[src/rtl/mpram_counter.sv]
// mpram_counter: multiport register file with register 0 acting as an
// up/down wrap counter and an equality flag against register CMP_IDX.
// Optional build macro MPRAM_BYPASS_EN enables write-through forwarding
// for port reads; without it reads always return the stored value.
module mpram_counter #(
  parameter int WIDTH   = 4,
  parameter int DEPTH   = 4,
  parameter int NPORTS  = 4,
  parameter int CMP_IDX = DEPTH - 1,
  localparam int AW     = (DEPTH > 2) ? $clog2(DEPTH) : 1
) (
  input  logic                    clk,
  input  logic                    reset,
  input  logic [NPORTS-1:0]       port_en,
  input  logic [NPORTS-1:0]       port_we,
  input  logic [NPORTS-1:0]       port_re,
  input  logic [NPORTS*AW-1:0]    port_addr,
  input  logic [NPORTS*WIDTH-1:0] port_wdata,
  output logic [NPORTS*WIDTH-1:0] port_rdata,
  input  logic                    cnt_inc,
  input  logic                    cnt_dec,
  output logic                    cnt_co,
  output logic                    wr_conflict,
  output logic                    eq
);

  localparam logic [AW:0] DEPTH_W = (AW + 1)'(DEPTH);

  logic [WIDTH-1:0]  regs_q   [DEPTH];
  logic [WIDTH-1:0]  regs_d   [DEPTH];
  logic [AW-1:0]     addr_a   [NPORTS];
  logic [WIDTH-1:0]  wdata_a  [NPORTS];
  logic [NPORTS-1:0] wr_act;
  logic [NPORTS-1:0] rd_act;
  logic [DEPTH-1:0]  wr_hit;
  logic [WIDTH-1:0]  wr_val   [DEPTH];
  logic              cnt_co_d;
  logic              cnt_co_q;
  logic              wr_conflict_d;
  logic              wr_conflict_q;

  // One counter step: returns {wrap, next value}; wrap marks all-ones->0 going
  // up or 0->all-ones going down.
  function automatic logic [WIDTH:0] count_step(input logic [WIDTH-1:0] v,
                                                input logic up);
    logic [WIDTH:0] r;
    if (up) r = {(&v), v + 1'b1};
    else    r = {(~|v), v - 1'b1};
    return r;
  endfunction

  // Unpack the flat port buses and qualify each access with enable and range.
  always_comb begin
    wr_act = '0;
    rd_act = '0;
    for (int p = 0; p < NPORTS; p++) begin
      addr_a[p]  = port_addr[p*AW +: AW];
      wdata_a[p] = port_wdata[p*WIDTH +: WIDTH];
      wr_act[p]  = port_en[p] & port_we[p] & ({1'b0, addr_a[p]} < DEPTH_W);
      rd_act[p]  = port_en[p] & port_re[p] & ({1'b0, addr_a[p]} < DEPTH_W);
    end
  end

  // Resolve writes per register: the lowest-numbered port wins, any extra
  // writer to the same register raises a conflict.
  always_comb begin
    wr_hit        = '0;
    wr_conflict_d = 1'b0;
    for (int r = 0; r < DEPTH; r++) begin
      wr_val[r] = '0;
      for (int p = 0; p < NPORTS; p++) begin
        if (wr_act[p] && (addr_a[p] == AW'(r))) begin
          if (wr_hit[r]) begin
            wr_conflict_d = 1'b1;
          end else begin
            wr_hit[r] = 1'b1;
            wr_val[r] = wdata_a[p];
          end
        end
      end
    end
  end

  // Next register state; a port write to register 0 takes precedence over
  // counting and suppresses the wrap pulse.
  always_comb begin
    logic [WIDTH:0] step;
    step     = '0;
    cnt_co_d = 1'b0;
    for (int r = 0; r < DEPTH; r++) begin
      regs_d[r] = wr_hit[r] ? wr_val[r] : regs_q[r];
    end
    if (!wr_hit[0] && (cnt_inc ^ cnt_dec)) begin
      step      = count_step(regs_q[0], cnt_inc);
      regs_d[0] = step[WIDTH-1:0];
      cnt_co_d  = step[WIDTH];
    end
  end

  // Combinational read ports; disabled or out-of-range reads return zero.
  always_comb begin
    port_rdata = '0;
    for (int p = 0; p < NPORTS; p++) begin
      if (rd_act[p]) begin
`ifdef MPRAM_BYPASS_EN
        port_rdata[p*WIDTH +: WIDTH] = wr_hit[addr_a[p]] ? wr_val[addr_a[p]]
                                                         : regs_q[addr_a[p]];
`else
        port_rdata[p*WIDTH +: WIDTH] = regs_q[addr_a[p]];
`endif
      end
    end
  end

  // State registers with synchronous reset overriding all requests.
  always_ff @(posedge clk) begin
    if (reset) begin
      for (int r = 0; r < DEPTH; r++) regs_q[r] <= '0;
      cnt_co_q      <= 1'b0;
      wr_conflict_q <= 1'b0;
    end else begin
      regs_q        <= regs_d;
      cnt_co_q      <= cnt_co_d;
      wr_conflict_q <= wr_conflict_d;
    end
  end

  assign cnt_co      = cnt_co_q;
  assign wr_conflict = wr_conflict_q;
  assign eq          = (regs_q[0] == regs_q[CMP_IDX]);

endmodule

[config.mk]
export PLATFORM = sky130hd
export DESIGN_NAME = mpram_counter
export DESIGN_NICKNAME = d
export VERILOG_FILES = /design/src/rtl/mpram_counter.sv
export SDC_FILE = /design/constraint.sdc
export NUM_CORES = 1
export LEC_CHECK = 0
export CAP_MARGIN = 20
export CORE_ASPECT_RATIO = 0.75
export CORE_MARGIN = 5
export CORE_UTILIZATION = 50
export DETAILED_ROUTE_END_ITERATION = 10
export PLACE_DENSITY = 0.95
export REMOVE_ABC_BUFFERS = 1
export SLEW_MARGIN = 5
export SYNTH_ARGS = -nofsm -noshare
export SYNTH_HDL_FRONTEND = slang
export SYNTH_SLANG_ARGS = --single-unit
[constraint.sdc]
create_clock -name clk -period 5 [get_ports clk]
set_input_delay 1 -clock clk [delete_from_list [all_inputs] [get_ports clk]]
set_output_delay 1 -clock clk [all_outputs]
set_load 0.02 [all_outputs]
== Yosys cells after proc, flatten, opt, wreduce, memory -nomap -nowiden ==
Cells that the tools add are included.
Storage, ports and cells
  flip-flop bits (word level): 18
  logic and storage cells: 153
Cells by class
  mux-type cells: 87
  bitwise gates (word level): 14
  reductions and logical operators: 27
  equality and inequality tests: 13
  add/subtract/negate cells: 2
  $lt $le $gt $ge: 4
Operators with widths (number)
  $mux W4: 42
  $mux W1: 40
  $bmux W4 S2: 4
  $logic_and A1 B1 Y1: 17
  $eq A2 B2 Y1 const B: 8
  $ge A3 B3 Y1 const B: 4
  $not A2 Y3: 4
  $and A1 B1 Y1: 8
  $eq A2 B1 Y1 const B: 4
  $logic_not A2 Y1: 4
  $mux W5: 1
  $add A4 B1 Y4 const B: 1
  $eq A4 B4 Y1: 1
  $reduce_and A4 Y1: 1
  $reduce_or A4 Y1: 1
  $sub A4 B1 Y4 const B: 1
  $logic_not A1 Y1: 2
  $reduce_bool A2 Y1: 1
  $reduce_or A2 Y1: 1
  $not A1 Y1: 1
  $xor A1 B1 Y1: 1

== Depth between registers and ports, before layout ==
  depth in word-level cells: 27
  gate-level depth with buffers: 7

== Worst setup path before layout ==
No wires, ideal clock.
  path type: input to output
  start point: in port_addr[5]
  end point: out port_rdata[8]
  slack: 2.078 ns
  buffers on the path: 1
  stages on the path: 3
  data arrival time: 1.922 ns
  cells stage by stage: buf_2 mux4_2 and3_1
Between the ends
  cells in the longest elaborated chain, start to end: 5
RTL lines
  start: declaration: line 17  | input logic [NPORTS*AW-1:0] port_addr,
  $not A2 Y3 (not written as such): line 109  | port_rdata[p*WIDTH +: WIDTH] = regs_q[addr_a[p]];
  $bmux W4 S2: line 109
  $mux W4 (not written as such) (2 in a row): line 109
  $mux W4: line 104  | if (rd_act[p]) begin
  end: declaration: line 19  | output logic [NPORTS*WIDTH-1:0] port_rdata,
Every way passes these cells. The select of a mux whose other input is x is not followed.

== Final worst setup path ==
  start point: in port_addr[1]
  end point: out port_rdata[1]
Same word-level chain as after synthesis.

==> summary.md <==
| Metric | Value |
|---|---|
| Setup TNS | 0 ps |
| Die X-Extent | 83.8 µm |
| Synth Instances | 219 |
| Final core utilization | 0.655 |
| Area delta synth->final | 28.4% |
| Worst setup margin | 991 ps |
| Grt met2 use | 0.367 |
| Max-slew violations | 0 |
| DR DRC count | 0 |
| CTS Hold Buffers Added | 0 |
| Post-CTS Resized | 0 |
| CTS tree | yes |
| CTS Sinks | 18 |
| Area fraction in and, or, nand and nor cells after synthesis | 0.253 |
| Leakage | 1.06 nW |
| Share of layout cells above drive strength 1 | 0.0951 |
| Critical Path Fanout Max | 10 |
| RSZ-0062 raised after global routing | no |
| Final HPWL DP | 5110 µm |
| Switch share | 0.348 |
| Max cap viols | 0 |
| Worst-Margin Slew | 722 ps |
| Yosys cell types | 46 |
| GR Overflow Total | 0 |
| Top Ports | 59 |
| Psw | 0.000177 W |
| GPL Wtd Cong | 1.03 |
| Die Ht | 65.3 µm |
| Post-synth EDFFs | 0 |
| Max VDD drop | 0.169 mV |
| CP Data Arrival Time | 3010 ps |
| Largest family of logic cells by synthesized area | simple AND/OR/NAND/NOR gates |
| WP data required | 4000 ps |
| Pre-antenna DRT Iters | 5 |
| Synth area leaders | dfxtp_1, mux4_2, mux2i_1, and3_1, a211o_1 |
| Kind of critical path | input port to output port |
| Post-Synthesis Cell Area | 0.00204 mm² |
| YS warnings | 0 |
| Met3 Usage GRT | 0.0489 |
| Top FF cell, synth | dfxtp_1 |
| Reg2Reg Setup Slack | 3120 ps |
| Vias | 2177 |
| Final hold vios | 0 |
| Final wirelength | 6620 µm |
| Fill count | 321 |
| First-pass GRT wire length | 10700 µm |
| H-tree level count | 1 |
| Clock power frac | 0.198 |
| Achievable Freq | 249 MHz |
| Worst Hold Class | register to register |
| Post-CTS setup buffers | 0 |
| Syn_area_per_cell | 9.32 µm² |
| Total CTS buffers | 3 |
| Die area | 0.00548 mm² |
| Hold Path Stages | 3 |
| Int Pwr | 0.000332 W |
| Synth Area in Compound Gates | 0.203 |
| Pre-CTS WS | 1010 ps |
| Min cycle time layout | 4010 ps |
| Ant diodes | 0 |
| Top cell type by total area after synthesis | dfxtp_1 |
| XOR/XNOR Fraction of Synth Area | 0.0380 |
| Power Density | 194 mW/mm² |
| Worst Setup End Kind | output port |
| Cell row count | 20 |
| Sequential-to-total area share from yosys stat | 0.176 |
| Global-route track usage on met1 | 0.352 |
| Synth Area in Adders | 0.0221 |
| Routed wire per std cell | 20.8 µm |
| CTS root buffer | clkbuf_8 |
| # setup viols final | 0 |
| Synth top area share | 0.176 |
| Asr flop ratio synth | 0 |
| Pin count of the biggest net entering global routing | 20 |
| Final Cycle Share | 0.802 |
| Layout Skew | 0.455 ps |
| Clk pin slew, worst setup/hold paths | 60 ps |
| Slew headroom | 0.517 |
| Multiplexer share of the synthesized area | 0.252 |
| Via-per-instance ratio | 6.85 |
| Logic pwr share | 0.425 |
| Starting Density | 0.510 |
| CTS Buffer Depth | 2 |
| Clk_lat worst skew | 260 ps |
| All-Layer GR Usage | 0.245 |
| Crit path launch type | input port |
| Post-DRT Antenna Nets | 0 |
| Initial antenna violation count | 0 |
| Vias in the first global route | 2078 |
| Port bufs | 58 |
| Status | complete, no violations |
| GR peak layer | met2 |
| Worst r2r path cells | 6 |
| FF+latch count, synth | 18 |
| Reg power frac | 0.377 |
| Final #Nets | 308 |
| Core box area | 0.00400 mm² |
| Initial DRC Count | 302 |
-- cell usage after synthesis, drive strengths merged, types with 3 or more instances --
master / count
a21oi: 16
clkbuf: 5
nor2: 22
mux4: 16
and3: 18
nand2b: 3
mux2i: 15
a211o: 12
o211ai: 3
o21ai: 4
buf: 12
o22ai: 16
a211oi: 4
nand4b: 7
nand2: 6
and4bb: 3
dfxtp: 18
nand4: 5
xor2: 7
nand4bb: 3
-- metal layers --
metal,share of wire,vias to the layer above
met5,0,-
met4,0.022,0
met3,0.15,20
met2,0.42,180
met1,0.41,999
li1,-,978
-- power groups by stage --
stage | registers, W | clock network, W | logic (W)
after floorplan | 0.000179 | 0 | 0.000123
after global placement | 0.000192 | 0 | 0.000208
after detailed placement | 0.000193 | 0 | 0.000213
after CTS | 0.000189 | 0.000102 | 0.000215
after global routing | 0.000192 | 0.000111 | 0.000235
final | 0.000192 | 0.000101 | 0.000216
-- cell type report --
class | count | area, µm² | area share
Multi-Input combinational cell | 183 | 1570 | 0.598
Timing Repair Buffer | 58 | 581 | 0.221
Sequential cell | 18 | 360 | 0.137
Tap cell | 55 | 68.8 | 0.0262
Clock buffer | 3 | 41.3 | 0.0157
Inverter | 1 | 3.75 | 0.00143
-- final timing paths --
path                           startpoint                 endpoint
setup / recovery             port_addr[1]            port_rdata[1]
hold / removal     regs_q[7]$_SDFFE_PP0P_   regs_q[7]$_SDFFE_PP0P_
setup reg to reg  regs_q[13]$_SDFFE_PP0P_  regs_q[15]$_SDFFE_PP0P_
hold reg to reg    regs_q[7]$_SDFFE_PP0P_   regs_q[7]$_SDFFE_PP0P_
-- critical path, stage by stage --
cell	delay, ps
clkdlybuf4s50_1	690
mux4_1	600
and3_1	190
clkdlybuf4s50_1	530
-- registers in the layout, summed over array words and instances, names as in the netlist --
name and cells:
wr_conflict 1, cnt_co 1, regs_q 16
-- stage by stage --
| step | power, W | hold WS (ps) | std cells | instance area, µm² |
|---|---|---|---|---|
| after floorplan | 0.000302 | 632 | 202 | 1930 |
| final | 0.000509 | 715 | 318 | 2620 |
| after global placement | 0.000399 | 678 | 315 | 2580 |
| after detailed placement | 0.000406 | 682 | 315 | 2580 |
| after global routing | 0.000538 | 752 | 318 | 2620 |
| after CTS | 0.000506 | 694 | 318 | 2620 |
-- cell usage in the layout, fill, tap and decap left out, types with 2 or more instances in the layout --
cell type and count:
clkdlybuf4s50_1 58, nor2_1 22, and3_1 18, dfxtp_1 18, o22ai_1 16, a21oi_1 16
mux4_2 15, mux2i_1 15, a211o_1 12, nand4b_1 7, xor2_1 6, nand4_1 5
nand2_1 5, a211oi_1 4, nand2b_1 3, and4bb_2 3, o21ai_0 3, o211ai_1 3
clkbuf_8 3, nand4bb_1 2, a22oi_1 2, or4_1 2, and4b_1 2, ha_1 2
-- logic make-up (layout without fill, tap and decap cells) --
kind of cell             after synthesis  count (layout)
adder cells (fa/ha/maj)                3               3
AND/OR/NAND/NOR                       79              79
AO/OA/AOI/OAI                         62              62
flip-flops                            18              18
XOR/XNOR                               8               8
buffers and inverters                 18              62
multiplexers                          31              31
(Power assumes the default switching activity.)
